==> src/rtl/eq_search_ctrl.sv <==
// Sequential equality search over a small valid-tagged table using one shared comparator.
// Optional match counter (full-table scan) enabled by defining EQ_SEARCH_COUNT_EN.
module eq_search_ctrl #(
  parameter int unsigned DEPTH = 8,
  parameter int unsigned IDX_W = 3
) (
  input  logic             CLK,
  input  logic             RST_N,
  input  logic             WR_EN,
  input  logic [IDX_W-1:0] WR_ADDR,
  input  logic [15:0]      WR_DATA,
  input  logic             START,
  input  logic [15:0]      CHAVE,
  output logic             BUSY,
  output logic             DONE,
  output logic             HIT,
`ifdef EQ_SEARCH_COUNT_EN
  output logic [IDX_W-1:0] INDICE,
  output logic [IDX_W:0]   CONTAGEM
`else
  output logic [IDX_W-1:0] INDICE
`endif
);

  typedef enum logic [1:0] {StOcioso, StBusca, StFim} state_e;

  state_e           state_q, state_d;
  logic [IDX_W-1:0] ptr_q, ptr_d;
  logic [15:0]      key_q, key_d;
  logic             hit_q, hit_d;
  logic [IDX_W-1:0] idx_q, idx_d;
  logic             done_q, done_d;
  logic [DEPTH-1:0] valid_q;
  logic [15:0]      mem_q [DEPTH];
`ifdef EQ_SEARCH_COUNT_EN
  logic [IDX_W:0]   cnt_q, cnt_d;
`endif

  logic wr_ok;
  logic match;
  logic last;

  // The table only accepts writes while idle so a running search sees a frozen snapshot.
  assign wr_ok = WR_EN && (state_q == StOcioso);
  assign match = valid_q[ptr_q] && (mem_q[ptr_q] == key_q);
  assign last  = (ptr_q == IDX_W'(DEPTH - 1));

  always_comb begin
    state_d = state_q;
    ptr_d   = ptr_q;
    key_d   = key_q;
    hit_d   = hit_q;
    idx_d   = idx_q;
    done_d  = 1'b0;
`ifdef EQ_SEARCH_COUNT_EN
    cnt_d   = cnt_q;
`endif
    unique case (state_q)
      StOcioso: begin
        if (START) begin
          key_d   = CHAVE;
          hit_d   = 1'b0;
          idx_d   = '0;
          ptr_d   = '0;
`ifdef EQ_SEARCH_COUNT_EN
          cnt_d   = '0;
`endif
          state_d = StBusca;
        end
      end
      StBusca: begin
        if (match && !hit_q) begin
          hit_d = 1'b1;
          idx_d = ptr_q;
        end
`ifdef EQ_SEARCH_COUNT_EN
        if (match) cnt_d = cnt_q + 1'b1;
        if (last) state_d = StFim;
        else      ptr_d   = ptr_q + 1'b1;
`else
        if (match || last) state_d = StFim;
        else               ptr_d   = ptr_q + 1'b1;
`endif
      end
      StFim: begin
        done_d  = 1'b1;
        state_d = StOcioso;
      end
      default: state_d = StOcioso;
    endcase
  end

  always_ff @(posedge CLK) begin
    if (!RST_N) begin
      state_q <= StOcioso;
      ptr_q   <= '0;
      key_q   <= '0;
      hit_q   <= 1'b0;
      idx_q   <= '0;
      done_q  <= 1'b0;
      valid_q <= '0;
`ifdef EQ_SEARCH_COUNT_EN
      cnt_q   <= '0;
`endif
    end else begin
      state_q <= state_d;
      ptr_q   <= ptr_d;
      key_q   <= key_d;
      hit_q   <= hit_d;
      idx_q   <= idx_d;
      done_q  <= done_d;
      if (wr_ok) valid_q[WR_ADDR] <= 1'b1;
`ifdef EQ_SEARCH_COUNT_EN
      cnt_q   <= cnt_d;
`endif
    end
  end

  // Entry data needs no reset; the valid bits gate every match.
  always_ff @(posedge CLK) begin
    if (wr_ok) mem_q[WR_ADDR] <= WR_DATA;
  end

  assign BUSY   = (state_q != StOcioso);
  assign DONE   = done_q;
  assign HIT    = hit_q;
  assign INDICE = idx_q;
`ifdef EQ_SEARCH_COUNT_EN
  assign CONTAGEM = cnt_q;
`endif

endmodule

==> config.mk <==
export PLATFORM = sky130hd
export DESIGN_NAME = eq_search_ctrl
export DESIGN_NICKNAME = d
export VERILOG_FILES = /design/src/rtl/eq_search_ctrl.sv
export SDC_FILE = /design/constraint.sdc
export NUM_CORES = 1
export LEC_CHECK = 0
export CAP_MARGIN = 20
export CELL_PAD_IN_SITES_DETAIL_PLACEMENT = 0
export CELL_PAD_IN_SITES_GLOBAL_PLACEMENT = 1
export CORE_ASPECT_RATIO = 0.75
export CORE_MARGIN = 4
export CORE_UTILIZATION = 45
export DETAILED_ROUTE_END_ITERATION = 8
export GPL_ROUTABILITY_DRIVEN = 0
export HOLD_SLACK_MARGIN = 0.1
export PLACE_DENSITY = 0.79
export SLEW_MARGIN = 25
export SYNTH_ARGS = -nofsm -noshare
export SYNTH_HDL_FRONTEND = slang
export SYNTH_SLANG_ARGS = --single-unit
==> constraint.sdc <==
create_clock -name CLK -period 2.6 [get_ports CLK]
set_clock_uncertainty 0.1 [all_clocks]
set_input_delay 0.26 -clock CLK [delete_from_list [all_inputs] [get_ports CLK]]
set_output_delay 0.26 -clock CLK [all_outputs]
set_load 0.005 [all_outputs]
==> flow_summary_export.csv <==
group,metric,value,unit
critical_path,arrival,2.89,ns
critical_path,cp_slowest_stage_delay,0.36,ns
synthesis,synth_top_family_by_area,"multiplexers",
synthesis,yosys.area_share.simple,7.28,%
sta,timing.fmax,378,MHz
finish,design_area,8400,sq um
sta,setup_tns,-0.254,ns
synthesis,synth.distinct_cells,50,
grt,busiest_layer,"met2",
grt,met1_usage,25.3,%
finish,mostFrequentLayoutCells,"edfxtp_1, clkdlybuf4s50_1, nand2_1",
clock_network,numCtsBuffers,17,
die,die_h,113,um
sta,setup_viol,10,
critical_path,reg2reg_slack,-0.04,ns
power,sw_frac_of_total,23.4,%
sta,finalCritPeriodShare,102,%
synthesis,ys_ff_latch,165,
placement,place_area,7530,sq um
finish,instances_no_fill,704,
synthesis,synthAdderAreaFrac,0.375,%
sta,rsz0062_at_grt,"true",
synthesis,synthFlopType,"edfxtp_1",
sta,relSlewSlack,70.2,%
finish,fin_util,57.9,%
critical_path,cp_max_fo,5,
synthesis,synth_seq_area_share,68.7,%
grt,grt_pass1_vias,3711,
clock_network,cts_tree,"done",
hold_path,hold_class,"in -> reg",
synthesis,async_flop_share,0,%
clock_network,path_clk_slew,0.07,ns
clock_network,cts_max_level,4,
synthesis,syn_nets,438,
grt,grt_max_degree,41,
grt,antenna_found_initial,0,
clock_network,cts_hold_buf,0,
critical_path,path_cells,"buf_12 -> buf_16 -> and2b_2 -> a22o_1 -> o31a_1 -> nor4_2 -> buf_4 -> nand4_1 -> o21ai_4 -> buf_6 -> mux2i_1",
critical_path,crit_required,2.84,ns
critical_path,critPathSlowestCell,"dfxtp_4",
finish,num-nets-final,532,
sta,final-hold-violation-count,0,
critical_path,cp-start-kind,"flop",
detailed_routing,drt_iter0_drc,217,
critical_path,reg2reg_depth,11,
hold_path,hold_start,"CHAVE[2]",
finish,layout-drive-gt1-share,25.4,%
critical_path,cp_num_cells,11,
die,row_count,38,
grt,grtUsageMet2,25.4,%
synthesis,syn_avg_cell_area,16.8,sq um
finish,area_growth,25.9,%
grt,grtUsageMet3,4.65,%
clock_network,clk_latency,0.43,ns
critical_path,worstSetupPathType,"reg -> reg",
sta,fin_ws,-0.0446,ns
detailed_routing,drc,0,
power,irDropWorstVdd,0.000513,V
detailed_routing,vias_per_cell,5.28,
grt,grt_pass1_wl,21500,um
synthesis,synth_compound_area_share,5.16,%
grt,grt-ovfl-total,0,
synthesis,synth_edf_count,128,
placement,place_inst,657,
critical_path,critPathCaptureType,"flop",
sta,worst_pin_slew,0.447,ns
clock_network,root_buffer,"clkbuf_16",
detailed_routing,totalWireLength,14100,um
placement,hpwl,8830,um
run_status,violations,"setup timing",
detailed_routing,wl_per_cell,20.0,um
synthesis,syn-cell-area,6670,sq um
clock_network,clockBufferDepth,2,
power,clkPwrFrac,42.5,%
die,ioPinCount,45,
power,p_sw,1.38,mW
synthesis,synth_mux_area_share,14.7,%
power,power_leakage,2.84,nW
finish,antennaDiodeCount,0,
power,p_int,4.52,mW
run_status,status,"complete, but fails checks",
synthesis,yosys_warnings,0,
clock_network,clkSinkCount,165,
die,die_w,149,um
finish,layout_commonest_cell,"edfxtp_1",
critical_path,crit_buf_inv,4,
synthesis,syn_inst,397,
die,start_util,46.0,%
detailed_routing,first_pass_iters,4,
grt,groute.usage.overall,17.3,%
sta,period_needed,2.64,ns
critical_path,crit_family,"compound AO/OA/AOI/OAI gates",
power,cellPowerDensity,703,nW/um^2
sta,slew_viol_final,0,
run,cap_violations,0,
power,power_frac_comb,7.8,%
die,dieArea,16900,sq um
power,seqPwrFrac,49.7,%
power,finalPower,5.90,mW
synthesis,synth_xor_area_share,1.58,%
detailed_routing,via_count,3716,
die,coreArea,14500,sq um
detailed_routing,antenna_left,0,
placement,portBuffers,44,
[what timing repair did]
action | CTS | global route
gates resized for setup | 14 | 21
pin swaps | 8 | 9
cloned | 1 | 1
endpoints found under the setup margin | 11 | 12
setup buffers | 5 | 8
[cell type report]
| class | count | area, sq um |
|---|---|---|
| clock inverters | 15 | 181 |
| flip-flops and latches | 165 | 4590 |
| clock buffers | 17 | 425 |
| well taps | 200 | 250 |
| inverters | 1 | 3.75 |
| fillers | 1095 | 6100 |
| multi-input cells | 213 | 1990 |
| repair buffers | 93 | 951 |
[worst min-delay path, delay by kind of cell]
kind	cells	cell delay (ns)
buffers and inverters	1	0.40
AO/OA/AOI/OAI	1	0.07
AND/OR/NAND/NOR	1	0.05
[synth_stat cells, types with 2 or more instances]
cell type | count | share of area, %
edfxtp_1 | 128 | 58
nand2_1 | 39 | 2.2
dfxtp_1 | 37 | 11
mux2i_1 | 32 | 4.8
a21boi_0 | 17 | 1.9
mux4_2 | 16 | 5.4
nor2_1 | 13 | 0.73
mux4_1 | 10 | 3.9
nand3_1 | 9 | 0.68
o21a_1 | 9 | 1.0
xnor2_1 | 8 | 1.1
clkbuf_1 | 6 | 0.34
nand2b_1 | 5 | 0.47
nor2b_1 | 5 | 0.47
buf_4 | 4 | 0.45
xor2_1 | 4 | 0.53
a211oi_1 | 3 | 0.34
a22o_1 | 3 | 0.39
and2_1 | 3 | 0.28
and3_1 | 3 | 0.28
mux2_2 | 3 | 0.51
nor4_1 | 3 | 0.28
a21oi_1 | 2 | 0.15
buf_2 | 2 | 0.15
buf_6 | 2 | 0.34
buf_8 | 2 | 0.45
ha_1 | 2 | 0.38
nand4_1 | 2 | 0.19
nor3_1 | 2 | 0.15
nor4_2 | 2 | 0.38
o31a_1 | 2 | 0.26
[stage by stage]
stage	hold WS (ns)	setup slack, ns
2_1_floorplan	0.259	0.153
3_3_place_gp	0.342	-0.0474
3_5_place_dp	0.348	-0.130
4_1_cts	0.291	-0.0764
5_1_grt	0.290	-0.164
6_report	0.297	-0.0446
[registers in the layout, summed over array words and instances (netlist names), named ones only]
signal   cells
mem_q      128
key_q       16
valid_q      8
HIT          1
ptr_q        3
INDICE       3
DONE         1
state_q      2
[cells by family (layout without fill, tap and decap cells)]
| kind of cell | Yosys count | count (layout) |
|---|---|---|
| buf+inv | 19 | 126 |
| simple gates | 94 | 94 |
| xor+xnor | 12 | 12 |
| fa+ha+maj | 2 | 2 |
| compound gates | 44 | 44 |
| mux | 61 | 61 |
| flops | 165 | 165 |
[power groups by stage]
stage / registers [mW] / clock network, mW / logic, mW
floorplan: 2.98 / 0 / 0.228
global placement: 2.99 / 0 / 0.397
detailed placement: 2.99 / 0 / 0.407
CTS: 2.93 / 2.55 / 0.426
global route: 2.94 / 2.69 / 0.495
finish: 2.93 / 2.51 / 0.460
[per-layer routing]
layer  wire [um]  vias up  share of wire (%)
li1            -     1726                  -
met1        6670     1866                 47
met2        6360      111                 45
met3         860       13                6.1
met4         184        0                1.3
met5           0        -                  0
[worst min path at each step]
stage / slack (ns) / depth (start not counted) / endpoint
CTS: 0.29 / 3 / key_q[15]$_SDFFE_PN0P_
floorplan: 0.26 / 0 / mem_q[0][0]$_DFFE_PP_
global placement: 0.34 / 1 / valid_q[7]$_SDFFE_PN0P_
global route: 0.29 / 3 / key_q[15]$_SDFFE_PN0P_
finish: 0.30 / 3 / key_q[2]$_SDFFE_PN0P_
detailed placement: 0.35 / 1 / valid_q[3]$_SDFFE_PN0P_
Note: power is estimated with default switching activity, not from simulation.
